## src/rtl/vt52_pkg.sv

```systemverilog
// rtl/vt52_pkg.sv - screen geometry, byte codes, FSM encoding and cell-address helpers
// Shared by command_handler and buffer_filler; no ports.
package vt52_pkg;

    localparam int ROWS      = 24;
    localparam int COLS      = 80;
    localparam int ROW_BITS  = 5;
    localparam int COL_BITS  = 7;
    localparam int ADDR_BITS = 11;
    localparam int CELLS     = ROWS * COLS;
    // One extra bit so first_char + offset (max 3838) never overflows before wrapping.
    localparam int SUM_BITS  = ADDR_BITS + 1;

    localparam logic [ROW_BITS-1:0]  LAST_ROW  = ROW_BITS'(ROWS - 1);
    localparam logic [COL_BITS-1:0]  LAST_COL  = COL_BITS'(COLS - 1);
    localparam logic [ADDR_BITS-1:0] LAST_CELL = ADDR_BITS'(CELLS - 1);
    localparam logic [ADDR_BITS-1:0] CELLS_A   = ADDR_BITS'(CELLS);
    localparam logic [ADDR_BITS-1:0] COLS_A    = ADDR_BITS'(COLS);
    localparam logic [SUM_BITS-1:0]  CELLS_W   = SUM_BITS'(CELLS);
    localparam logic [7:0]           ROWS_B    = 8'(ROWS);
    localparam logic [7:0]           COLS_B    = 8'(COLS);

    localparam logic [7:0] CHAR_BS    = 8'h08;
    localparam logic [7:0] CHAR_LF    = 8'h0A;
    localparam logic [7:0] CHAR_CR    = 8'h0D;
    localparam logic [7:0] CHAR_ESC   = 8'h1B;
    localparam logic [7:0] CHAR_SPACE = 8'h20;
    localparam logic [7:0] CHAR_TILDE = 8'h7E;

    localparam logic [7:0] ESC_UP    = 8'h41;  // 'A'
    localparam logic [7:0] ESC_DOWN  = 8'h42;  // 'B'
    localparam logic [7:0] ESC_RIGHT = 8'h43;  // 'C'
    localparam logic [7:0] ESC_LEFT  = 8'h44;  // 'D'
    localparam logic [7:0] ESC_HOME  = 8'h48;  // 'H'
    localparam logic [7:0] ESC_EOS   = 8'h4A;  // 'J' clear to end of screen
    localparam logic [7:0] ESC_EOL   = 8'h4B;  // 'K' clear to end of line
    localparam logic [7:0] ESC_ADDR  = 8'h59;  // 'Y' direct cursor address

    typedef enum logic [2:0] {
        ST_IDLE,
        ST_ESC,
        ST_Y_ROW,
        ST_Y_COL,
        ST_FILL
    } state_t;

    function automatic logic [ADDR_BITS-1:0] wrap_cell(input logic [SUM_BITS-1:0] v);
        logic [SUM_BITS-1:0] r;
        r = (v >= CELLS_W) ? v - CELLS_W : v;
        return r[ADDR_BITS-1:0];
    endfunction

    function automatic logic [SUM_BITS-1:0] cell_offset(input logic [ROW_BITS-1:0] y,
                                                        input logic [COL_BITS-1:0] x);
        return SUM_BITS'(y) * SUM_BITS'(COLS) + SUM_BITS'(x);
    endfunction

    function automatic logic [ADDR_BITS-1:0] cell_addr(input logic [ADDR_BITS-1:0] fc,
                                                       input logic [ROW_BITS-1:0]  y,
                                                       input logic [COL_BITS-1:0]  x);
        return wrap_cell(SUM_BITS'(fc) + cell_offset(y, x));
    endfunction

    function automatic logic [ADDR_BITS-1:0] next_cell(input logic [ADDR_BITS-1:0] a);
        return (a == LAST_CELL) ? '0 : a + ADDR_BITS'(1);
    endfunction

endpackage

```

## src/rtl/buffer_filler.sv

```systemverilog
// rtl/buffer_filler.sv - char-buffer write port: runs count writes at consecutive wrapping addresses
// Ports: clk, clr_n (async active-low); start/start_addr/count load a run;
//        waddr/wen are the registered write port; done flags the last write of the run.
module buffer_filler
    import vt52_pkg::*;
(
    input  logic                 clk,
    input  logic                 clr_n,
    input  logic                 start,
    input  logic [ADDR_BITS-1:0] start_addr,
    input  logic [ADDR_BITS-1:0] count,
    output logic [ADDR_BITS-1:0] waddr,
    output logic                 wen,
    output logic                 done
);

    logic [ADDR_BITS-1:0] remaining;  // writes still to go after the current one

    always_ff @(posedge clk or negedge clr_n) begin
        if (!clr_n) begin
            waddr     <= '0;
            wen       <= 1'b0;
            remaining <= '0;
        end else if (start) begin
            // A new run may start on the last cycle of the previous one.
            waddr     <= start_addr;
            wen       <= 1'b1;
            remaining <= count - ADDR_BITS'(1);
        end else if (wen) begin
            if (remaining == '0) begin
                wen <= 1'b0;
            end else begin
                waddr     <= next_cell(waddr);
                remaining <= remaining - ADDR_BITS'(1);
            end
        end
    end

    assign done = wen && (remaining == '0);

endmodule

```

## src/rtl/command_handler.sv

```systemverilog
// rtl/command_handler.sv - VT52-style byte interpreter driving the char buffer and cursor
// Ports: clk, clr_n (async active-low); data_in/data_valid/data_ready byte input;
//        buffer_waddr/buffer_din/buffer_wen cell writes; buffer_first_char(+_wen) scroll origin;
//        new_cursor_x/new_cursor_y(+_wen) cursor position. All outputs registered.
module command_handler
    import vt52_pkg::*;
(
    input  logic                 clk,
    input  logic                 clr_n,
    input  logic [7:0]           data_in,
    input  logic                 data_valid,
    output logic                 data_ready,
    output logic [ADDR_BITS-1:0] buffer_waddr,
    output logic [7:0]           buffer_din,
    output logic                 buffer_wen,
    output logic [ADDR_BITS-1:0] buffer_first_char,
    output logic                 buffer_first_char_wen,
    output logic [COL_BITS-1:0]  new_cursor_x,
    output logic [ROW_BITS-1:0]  new_cursor_y,
    output logic                 new_cursor_wen
);

    state_t               state_q, state_d;
    logic                 init_q;      // first cycle out of reset: clear the screen
    logic [7:0]           row_q, row_d;
    logic                 accept;
    logic [7:0]           arg;
    logic [COL_BITS-1:0]  x_d;
    logic [ROW_BITS-1:0]  y_d;
    logic [ADDR_BITS-1:0] fc_d;
    logic                 fc_wen_d;
    logic [7:0]           din_d;
    logic                 fill_start;
    logic [ADDR_BITS-1:0] fill_addr, fill_count;
    logic                 fill_done;
    logic [SUM_BITS-1:0]  offset, remain_screen;
    logic [ADDR_BITS-1:0] cursor_cell;

    assign accept        = data_valid && data_ready;
    assign arg           = data_in - CHAR_SPACE;
    assign offset        = cell_offset(new_cursor_y, new_cursor_x);
    assign remain_screen = CELLS_W - offset;
    assign cursor_cell   = cell_addr(buffer_first_char, new_cursor_y, new_cursor_x);

    always_ff @(posedge clk or negedge clr_n) begin
        if (!clr_n) state_q <= ST_IDLE;
        else        state_q <= state_d;
    end

    always_comb begin
        state_d = state_q;
        if (init_q) begin
            state_d = ST_FILL;
        end else begin
            case (state_q)
                ST_IDLE: if (accept) begin
                    if (data_in == CHAR_ESC)
                        state_d = ST_ESC;
                    else if (data_in == CHAR_LF && new_cursor_y == LAST_ROW)
                        state_d = ST_FILL;
                end
                ST_ESC: if (accept) begin
                    case (data_in)
                        ESC_EOS, ESC_EOL: state_d = ST_FILL;
                        ESC_ADDR:         state_d = ST_Y_ROW;
                        default:          state_d = ST_IDLE;
                    endcase
                end
                ST_Y_ROW: if (accept) state_d = ST_Y_COL;
                ST_Y_COL: if (accept) state_d = ST_IDLE;
                ST_FILL:  if (fill_done) state_d = ST_IDLE;
                default:  state_d = ST_IDLE;
            endcase
        end
    end

    // Next values of the registered outputs. Printable bytes reuse the filler as a
    // one-cell run so the write port has a single registered source.
    always_comb begin
        x_d        = new_cursor_x;
        y_d        = new_cursor_y;
        fc_d       = buffer_first_char;
        fc_wen_d   = 1'b0;
        din_d      = buffer_din;
        row_d      = row_q;
        fill_start = 1'b0;
        fill_addr  = cursor_cell;
        fill_count = ADDR_BITS'(1);
        if (init_q) begin
            fill_start = 1'b1;
            fill_addr  = '0;
            fill_count = CELLS_A;
            din_d      = CHAR_SPACE;
            fc_wen_d   = 1'b1;
        end else if (accept) begin
            case (state_q)
                ST_IDLE: begin
                    if (data_in >= CHAR_SPACE && data_in <= CHAR_TILDE) begin
                        fill_start = 1'b1;
                        din_d      = data_in;
                        if (new_cursor_x != LAST_COL) x_d = new_cursor_x + COL_BITS'(1);
                    end else if (data_in == CHAR_CR) begin
                        x_d = '0;
                    end else if (data_in == CHAR_BS) begin
                        if (new_cursor_x != '0) x_d = new_cursor_x - COL_BITS'(1);
                    end else if (data_in == CHAR_LF) begin
                        if (new_cursor_y != LAST_ROW) begin
                            y_d = new_cursor_y + ROW_BITS'(1);
                        end else begin
                            // Scroll: old top row becomes the new bottom row, blanked.
                            fc_d       = wrap_cell(SUM_BITS'(buffer_first_char) + SUM_BITS'(COLS));
                            fc_wen_d   = 1'b1;
                            fill_start = 1'b1;
                            fill_addr  = buffer_first_char;
                            fill_count = COLS_A;
                            din_d      = CHAR_SPACE;
                        end
                    end
                end
                ST_ESC: begin
                    case (data_in)
                        ESC_UP:    if (new_cursor_y != '0) y_d = new_cursor_y - ROW_BITS'(1);
                        ESC_DOWN:  if (new_cursor_y != LAST_ROW) y_d = new_cursor_y + ROW_BITS'(1);
                        ESC_RIGHT: if (new_cursor_x != LAST_COL) x_d = new_cursor_x + COL_BITS'(1);
                        ESC_LEFT:  if (new_cursor_x != '0) x_d = new_cursor_x - COL_BITS'(1);
                        ESC_HOME: begin
                            x_d = '0;
                            y_d = '0;
                        end
                        ESC_EOS: begin
                            fill_start = 1'b1;
                            fill_count = remain_screen[ADDR_BITS-1:0];
                            din_d      = CHAR_SPACE;
                        end
                        ESC_EOL: begin
                            fill_start = 1'b1;
                            fill_count = COLS_A - ADDR_BITS'(new_cursor_x);
                            din_d      = CHAR_SPACE;
                        end
                        default: ;
                    endcase
                end
                ST_Y_ROW: row_d = arg;
                ST_Y_COL: begin
                    if (row_q < ROWS_B) y_d = row_q[ROW_BITS-1:0];
                    x_d = (arg < COLS_B) ? arg[COL_BITS-1:0] : LAST_COL;
                end
                default: ;
            endcase
        end
    end

    always_ff @(posedge clk or negedge clr_n) begin
        if (!clr_n) begin
            init_q                <= 1'b1;
            row_q                 <= '0;
            new_cursor_x          <= '0;
            new_cursor_y          <= '0;
            new_cursor_wen        <= 1'b0;
            buffer_first_char     <= '0;
            buffer_first_char_wen <= 1'b0;
            buffer_din            <= '0;
            data_ready            <= 1'b0;
        end else begin
            init_q                <= 1'b0;
            row_q                 <= row_d;
            new_cursor_x          <= x_d;
            new_cursor_y          <= y_d;
            new_cursor_wen        <= (x_d != new_cursor_x) || (y_d != new_cursor_y);
            buffer_first_char     <= fc_d;
            buffer_first_char_wen <= fc_wen_d;
            buffer_din            <= din_d;
            data_ready            <= (state_d != ST_FILL);
        end
    end

    buffer_filler u_filler (
        .clk        (clk),
        .clr_n      (clr_n),
        .start      (fill_start),
        .start_addr (fill_addr),
        .count      (fill_count),
        .waddr      (buffer_waddr),
        .wen        (buffer_wen),
        .done       (fill_done)
    );

endmodule

```

## config.mk

```make
export PLATFORM = sky130hd
export DESIGN_NAME = command_handler
export DESIGN_NICKNAME = d
export VERILOG_FILES = /design/src/rtl/vt52_pkg.sv /design/src/rtl/buffer_filler.sv /design/src/rtl/command_handler.sv
export SDC_FILE = /design/constraint.sdc
export NUM_CORES = 1
export LEC_CHECK = 0
export BUFFER_PORTS_ARGS = -buffer_cell sky130_fd_sc_hd__buf_2
export CORE_ASPECT_RATIO = 1.1
export CORE_MARGIN = 1.5
export CORE_UTILIZATION = 60
export DETAILED_ROUTE_END_ITERATION = 10
export MAX_ROUTING_LAYER = met4
export PLACE_DENSITY = 0.9
export SKIP_LAST_GASP = 1
export SLEW_MARGIN = 40
export SYNTH_ARGS = -nofsm -noshare
export SYNTH_HDL_FRONTEND = slang
export SYNTH_SLANG_ARGS = --single-unit
```

## constraint.sdc

```tcl
create_clock -name clk -period 8.7 [get_ports clk]
set_input_delay 0.87 -clock clk [delete_from_list [all_inputs] [get_ports clk]]
set_output_delay 0.87 -clock clk [all_outputs]
set_load 0.005 [all_outputs]
```

==> flow_results.org, run 1 <==
** Outcome
- Status :: completed

** Synthesis
- Cell with the most instances after synthesis :: nor2_1
- dfrtp_1 takes more of the synthesized area than any other cell.
- Ranking of synthesized cells by area :: dfrtp_1 (25%), ha_1 (5.2%), nor2_1 (4.5%)
- In the synthesized netlist the async set-or-reset flop fraction comes to 1.00.
- Post-Synthesis Cells :: 824
- Total standard cell area after synthesis :: roughly 6400 um^2
- Each instance of the synthesized netlist takes up on average roughly 7.8 um^2.
- After synthesis, the most frequently instantiated cells are nor2_1 (77), nand2_1 (70), dfrtp_1 (64).
- Of the post-synthesis cell area, the dominant cell type holds 0.249.
- Number of synthesized flops with an enable pin :: 0
- Fraction of the yosys area taken by sequential cells :: 0.253
- During synthesis, Yosys emitted a total of 0 warnings.
- The most used flip-flop cell after synthesis is dfrtp_1.
- After synthesis the netlist holds a flip-flop and latch count of between 60 and 70.
- Synthesis instantiated 96 different standard cells from the library.

** Routing
- Via density per instance :: between 7 and 8
- 1st-pass router iterations :: 6
- After detailed routing, the average wire length per cell comes to ~21 um.
- After the first detailed-routing iteration, the DRC count stood at approximately 960.
- In the routed design, unresolved DRC markers number 0.
- The count of nets left with antenna violations once routing finished came out at 0.
- Total length of routed wires :: 20300 um
- The detailed router placed approximately 7000 vias in this run.

** Cells and area
- For this run, the post-layout net count is about 900.
- Filler Cells Inserted :: 884
- Layout cell share with drive strength beyond 1 :: 0.123
- Summing all flip-flop and latch instances after layout gives ~1600 um^2.
- The multi-input combinational cells in the finished layout cover a total of between 4000 and 5000 um^2.
- Final cell count without fillers :: just under 1000
- The number of antenna diodes in the final layout is 0.
- From synthesis to final layout, the design area changed by 9.01%.

** Clocking
- After clock tree synthesis, the flow added hold-fix buffers numbering 0.
- The tree is rooted in a clkbuf_16.
- TritonCTS built the clock tree.
- In this run, post-CTS repair resized a total of 0 instances.
- # H-tree levels :: 3
- CTS saw 65 sinks.
- Clock-pin slew was measured on the worst setup and hold paths at 60 ps.
- Buffers added to address setup during post-CTS repair amount to 0.
- Clock Latency Late Sink :: 350 ps
- The number of clock buffers added by TritonCTS is 9.
- The clock passes through at most 2 buffers.

** Global routing
- In the global route stage, overall resource usage came out at 0.374.
- Via count of the first global-routing pass :: around 6400
- Initial antenna violation count :: 0
- Peak-usage layer in the global routing report :: met2
- GR met2 Demand/Resource :: 0.571
- For this run the aggregate overflow at the end of global routing stands at 0.
- Wire length of the first global-routing pass :: roughly 33000 um
- Entering global routing, the biggest net connects 66 pins.
- GR Layer Usage met3 :: 0.0590
- For this run, global-route usage on met1 was measured as 0.478.

** Timing
- Unrepaired setup endpoints after global routing :: no
- Final WS setup :: between 4000 and 5000 ps
- Number of failing hold endpoints at the final stage :: 0
- Setup total negative slack on the finished layout was measured at 0 ps.
- Clock skew on the completed layout was measured at slightly above 10 ps.
- Static timing analysis puts the maximum clock frequency at approximately 230 MHz.
- Dividing the final minimum period by the clock period gives 0.503.
- Measured against its own limit, the worst slew margin works out to 0.434.
- Final count of negative-setup-slack endpoints :: 0
- The worst path needs around 4400 ps of the cycle, external delays included.
- Measured slew at the worst slew-check pin :: just over 800 ps
- Number of max-slew violations in the final report :: 0

** Floorplan
- 57 I/O pins were placed.
- Floorplan die area :: around 11000 um^2
- After floorplanning, the core was sized to cover 10400 um^2.
- Initial Utilization :: 0.617
- In this run the vertical extent of the chip is between 100 and 150 um.
- Row count :: 39
- The die is between 100 and 150 um wide.

** Run
- Max-cap violations :: 0

** Placed design
- The number of placed instances, taps included, is around 970.
- Input and output buffers added on the ports amount to 52.
- Worst setup slack after placement :: ~4200 ps
- Routability-driven placement finished with a final weighted congestion of 1.03.
- Post-detailed-placement half-perimeter wirelength :: around 15000 um

** Setup path
- By startpoint and endpoint, the worst setup path is classified as flop to flop.
- Number of cells on the worst reg-to-reg path :: 14
- Of all nets on the critical path, the largest fanout is 14.
- For the worst setup path, the data arrival time is 4630 ps.
- At the worst endpoint, the required time is 8960 ps.
- Endpoint class of the critical path :: flop
- Startpoint type of the worst setup path :: flop

** Worst hold path
- The min-delay analysis places its worst path in the category flop to flop.
- Hold path depth :: 2

** Pwr
- Maximum VDD drop :: ~0.09 mV
- In this run the power density over the cells is roughly 120 nW/um^2.
- Leakage :: about 2.9 nW
## area by class of cell
cell class,count,area share
multi-input combinational,677,0.639
sequential,65,0.232
timing repair buffer,57,0.0429
clock buffer,12,0.0351
tap,143,0.0255
inverter,31,0.0166
clock inverter,3,0.00926
## metal layers
metal  vias up  share of wire
met2       494           0.47
met5         -              0
li1       3158              -
met4         0          0.050
met1      3220           0.39
met3       107          0.094
## cell usage in the layout (no fill, tap or decap), types with 5 or more instances in the layout
master	netlist	final
nor2_1	77	75
buf_2	13	52
o22ai_1	8	8
a21o_1	6	6
clkbuf_16	0	9
a22o_1	7	7
a31oi_1	15	15
nand2b_1	11	11
mux2i_1	9	9
a211oi_1	15	15
a21boi_0	5	5
and3_1	15	15
or3_1	5	5
nor3b_1	5	5
nand3_1	31	31
a22oi_1	9	9
inv_1	29	29
xor2_1	7	7
nor3_1	30	30
or4_1	7	7
o31ai_1	7	7
xnor2_1	21	21
nand4_1	17	17
ha_1	27	27
dfrtp_1	64	64
nor4_1	13	13
nor2b_1	11	11
nand2_1	70	70
o21ai_0	54	54
conb_1	1	5
o21a_1	7	7
a21oi_1	49	49
and4_1	7	7
o211ai_1	13	13
mux2_2	6	6
## worst max-delay path, stage by stage (launching register included)
cell	delay [ps]
dfrtp_1	650
ha_1	330
ha_1	220
fa_1	580
o211ai_1	140
or3_1	410
and2_1	200
ha_1	350
o21a_1	170
a21o_1	110
a21oi_1	70
xnor2_1	440
nand2_1	150
mux2_2	290
o211ai_1	170
## power by group
group / switching, mW / internal, mW / total [mW]
Sequential: 0.0163 / 0.314 / 0.331
Clock: 0.143 / 0.257 / 0.400
Combinational: 0.0593 / 0.0360 / 0.0953
## path summary, 6_finish.rpt
check | slack, ps | startpoint | endpoint
worst max-delay path | 4330 | new_cursor_y[3] | u_filler.waddr[7]
worst min-delay path | 490 | row_q[2] | row_q[2]
worst max register to register | 4330 | new_cursor_y[3] | u_filler.waddr[7]
worst min register to register | 490 | row_q[2] | row_q[2]
max in group asynchronous | 7670 | clr_n | buffer_din[1]
min in group asynchronous | 620 | clr_n | u_filler.waddr[6]
## cell families (layout without fill, tap and decap cells)
group	Yosys count	count (layout)	synth area share
simple gates	339	339	0.287
compound gates	259	259	0.278
buf+inv	86	103	0.0561
flops	65	65	0.253
fa+ha+maj	31	31	0.0633
xor+xnor	28	28	0.0381
mux	15	15	0.0245
other cells	1	5	0.000582
## flip-flops by register name (all words and copies together), names as in the netlist
name / cells
state_q: 3
init_q: 1
new_cursor_y: 5
row_q: 8
data_ready: 1
new_cursor_x: 7
new_cursor_wen: 1
buffer_din: 8
u_filler.wen: 1
u_filler.waddr: 11
u_filler.remaining: 11
buffer_first_char_wen: 1
buffer_first_char: 7
## stage by stage
stage                     instance area (um^2)   util  power (mW)  hold slack (ps)
after global placement                    6690  0.641       0.424              476
final                                     7020  0.673       0.826              492
after global routing                      7020  0.673       0.849              508
after CTS                                 7010  0.671       0.820              498
after detailed placement                  6700  0.641       0.426              482
after floorplan                           6460      -       0.398              450
Power figures use the tool's default switching activity.
==> run 2: changes to the inputs <==
--- a/config.mk
+++ b/config.mk
@@ -8,10 +8,10 @@
 export BUFFER_PORTS_ARGS = -buffer_cell sky130_fd_sc_hd__buf_2
 export CORE_ASPECT_RATIO = 1.1
 export CORE_MARGIN = 1.5
-export CORE_UTILIZATION = 60
+export CORE_UTILIZATION = 56
 export DETAILED_ROUTE_END_ITERATION = 10
 export MAX_ROUTING_LAYER = met4
-export PLACE_DENSITY = 0.9
+export PLACE_DENSITY = 0.89
 export SKIP_LAST_GASP = 1
 export SLEW_MARGIN = 40
 export SYNTH_ARGS = -nofsm -noshare
==> constraint.sdc (replaced) <==
create_clock -name clk -period 3.85 [get_ports clk]
set_input_delay 0.385 -clock clk [delete_from_list [all_inputs] [get_ports clk]]
set_output_delay 0.385 -clock clk [all_outputs]
set_load 0.005 [all_outputs]
==> run 2 against run 1 <==
Compared with the run above:
- register-to-register slack got worse by 4200 ps
- setup slack got worse by 4200 ps
- combinational power rose by 130%
- first-iteration DRC count rose by 2.3%
- clock power rose by 100%
- worst hold slack got worse by 430 ps
- non-clock buffer count rose by 41
- highest routed layer unchanged
==> flow_results.org, run 2 (synthesis results as in run 1) <==
** Floorplan
- Ports :: 57 (unchanged)
- The initial standard-cell utilization of the core is 0.583 (was 0.617).
- The overall die area came to 12200 um^2 (was 11400 um^2).
- The vertical die dimension came to 116 um (was 112 um).
- The area of the core region is 11100 um^2 (was 10400 um^2).
- The width of the die came to 105 um (was 102 um).
- The number of standard-cell rows in the floorplan was 40 (was 39).

** Placed design
- Post-detailed-placement half-perimeter wirelength :: 15000 um (was 14600 um)
- # port buffers :: 52 (unchanged)
- Cell Count Post-Placement :: 1014 (was 973)
- Placed instance area :: 6970 um^2 (was 6700 um^2)
- Routability cong. :: 1.02 (was 1.03)
- The post-placement worst setup slack is -10.3 ps (was 4210 ps).

** Pwr
- The share of power burned in combinational logic was 0.123 (was 0.115).
- The reported net switching power came to 0.476 mW (was 0.219 mW).
- PwrDens :: 238 nW/um^2 (was 118 nW/um^2)
- The switching share of power is 0.271 (was 0.265).
- The power consumption is 1.76 mW (was 0.826 mW).
- Maximum VDD drop :: 0.159 mV (was 0.0904 mV)
- The internal power is 1.28 mW (was 0.607 mW).
- The power share of the clock group came to 0.455 (was 0.484).
- Portion of total power attributed to sequential cells :: 0.422 (was 0.400)
- Leakage :: 3.13 nW (was 2.92 nW)

** Setup path
- Register-to-register setup slack :: 100 ps (was 4330 ps)
- The maximum fanout count along the critical path was 6 (was 14).
- The cell depth of the worst flop-to-flop path is 14 (unchanged).
- Arrival time at the worst endpoint :: 4010 ps (was 4630 ps)
- WP data required :: 4110 ps (was 8960 ps)
- The endpoint of the lowest-slack register-to-register path was u_filler.waddr[7] (unchanged).
- The category of the worst setup path launch point is a flop (unchanged).
- Endpoint class of the critical path :: flop (unchanged)
- The launching point of the worst reg2reg path is new_cursor_y[1] (was new_cursor_y[3]).
- The critical path start-end classification was flop to flop (unchanged).

** Clocking
- The clock latency of the later-clocked register in the worst-skew pair is 340 ps (was 350 ps).
- Maximum clock path buffer count :: 2 (unchanged)
- The clock tree root buffer cell is clkbuf_16 (unchanged).
- The number of sinks on the clock net came to 65 (unchanged).
- Number of buffers added by the clock tree synthesis step :: 9 (unchanged)
- # hold bufs at CTS :: 0 (unchanged)
- Clock tree from TritonCTS :: done (unchanged)
- The CTS H-tree depth was 3 (unchanged).
- Worst-path clk slew :: 60 ps (about the same)

** Cells and area
- Largest registers in the final layout :: u_filler.remaining (11), u_filler.waddr (11) (unchanged)
- Highest-count cells in the layout ignoring fill and taps :: nor2_1 (77), nand2_1 (69), dfrtp_1 (64) (was nor2_1 (75), nand2_1 (70), dfrtp_1 (64))
- Layout cell share with drive strength beyond 1 :: 0.175 (was 0.123)
- Final cell count without fillers :: 1034 (was 988)
- The number of inserted diodes was 0 (unchanged).
- The area growth from synthesis to layout is 14.5% (was 9.01%).
- The number of inserted filler cells in the final layout is 943 (was 884).
- Number of nets in the finished design :: 923 (was 882)
- Most common library cell in the layout ignoring fill and taps :: nor2_1 (unchanged)
- The flip-flop and latch area is 1630 um^2 (unchanged).
- Post-route core utilization :: 0.667 (was 0.673)
- The area used by multi-input combinational logic came to 4550 um^2 (was 4490 um^2).
- Post-route standard cell area excluding fillers :: 7380 um^2 (was 7020 um^2)

** Global routing
- Initial antenna violation count :: 0 (unchanged)
- Via count of the first global-routing pass :: 6635 (was 6407)
- Maximum number of pins on one net before global-route repair :: 27 (was 66)
- The total congestion overflow after global routing is 0 (unchanged).
- The global-route wire length before repair came to 33200 um (was 32700 um).
- The overall track demand over capacity in global routing was 0.353 (was 0.374).

** Timing
- Relative max-transition margin :: 0.479 (was 0.434)
- The worst clock skew on the final layout was 5.34 ps (was 10.3 ps).
- Final WS setup :: 99.0 ps (was 4330 ps)
- The final setup TNS came to 0 ps (unchanged).
- The number of hold violations in the final report was 0 (unchanged).
- Crit share post-route :: 0.974 (was 0.503)
- Min cycle time layout :: 3750 ps (was 4370 ps)
- The number of setup violations in the final report was 0 (unchanged).
- Measured slew at the worst slew-check pin :: 775 ps (was 827 ps)
- Maximum clock rate :: 267 MHz (was 229 MHz)
- The minimum hold slack was 59.1 ps (was 492 ps).
- The count of pins over their slew limit was 0 (unchanged).

** Outcome
- Status :: completed (unchanged)

** Run
- The count of maximum capacitance violations was 0 (unchanged).

** Worst hold path
- The class of the worst hold path was primary input to async pin (was flop to flop).

** Routing
- The via count normalized by instance count is 7.02 (was 7.06).
- DRC Markers :: 0 (unchanged)
- The remaining antenna violation count after routing is 0 (unchanged).
- The average routed wire per standard cell was 20.4 um (was 20.6 um).
- The sum of routed wire length over all layers is 21100 um (was 20300 um).
- The detailed-routing iteration count for the pre-antenna-repair pass was 6 (unchanged).
- The via count of the routed design is 7257 (was 6979).
- The count of routing violations after the opening detailed-route iteration is 986 (was 964).
-- run 2: cell count changes in the layout (fill, tap and decap cells not counted), sizes merged --
cell / previous run / this run
bufinv: 2 / 0
clkinvlp: 0 / 1
buf: 57 / 98
clkbuf: 12 / 14
-- run 2: how the worst max path moves through the flow --
stage	start	end	cells after the start	slack [ps]
2_1_floorplan	new_cursor_y[1]	u_filler.waddr[7]	14	80
3_5_place_dp	new_cursor_y[1]	u_filler.waddr[7]	14	-10
4_1_cts	new_cursor_y[1]	u_filler.waddr[7]	14	6
3_3_place_gp	new_cursor_y[1]	u_filler.waddr[7]	14	140
6_report	new_cursor_y[1]	u_filler.waddr[7]	14	100
5_1_grt	new_cursor_y[1]	u_filler.waddr[9]	15	-40
-- run 2: cell type report --
class,count,area share
timing repair buffer,98,0.0826
multi-input combinational,677,0.617
clock inverter,2,0.00170
tap,147,0.0249
clock buffer,14,0.0372
inverter,31,0.0158
sequential,65,0.221
-- run 2: what timing repair did --
| item | in CTS | in global routing |
|---|---|---|
| pin swaps | 1 | 9 |
| setup endpoints to repair | 2 | 4 |
| gates resized for setup | 1 | 14 |
| buffers inserted | 1 | 3 |
-- run 2: power by group through the flow --
| stage | Sequential [mW] | Combinational (mW) | Clock, mW |
|---|---|---|---|
| after floorplan | 0.743 | 0.156 | 0 |
| after global placement | 0.751 | 0.207 | 0 |
| after detailed placement | 0.752 | 0.212 | 0 |
| after CTS | 0.740 | 0.214 | 0.798 |
| after global routing | 0.744 | 0.238 | 0.837 |
| final | 0.742 | 0.217 | 0.800 |
-- run 2: per-layer routing --
layer  wire length (um)  share of wire  up-vias  track usage
met3               1840          0.087      136       0.0416
met4               1260          0.060        0        0.209
met1               8040           0.38     3425        0.431
li1                   -              -     3242            -
met2               9940           0.47      454        0.567
met5                  0              0        -            -
-- run 2: critical path, cell delays in order (launching register included) --
cell and delay, ps:
dfrtp_1 410, ha_4 270, ha_4 170, fa_1 590
o211ai_1 140, or3_1 390, and2_4 180, ha_4 290
o21a_1 140, a21o_1 150, a21oi_2 80, xnor2_2 270
nand2_1 140, mux2_2 290, o211ai_1 160
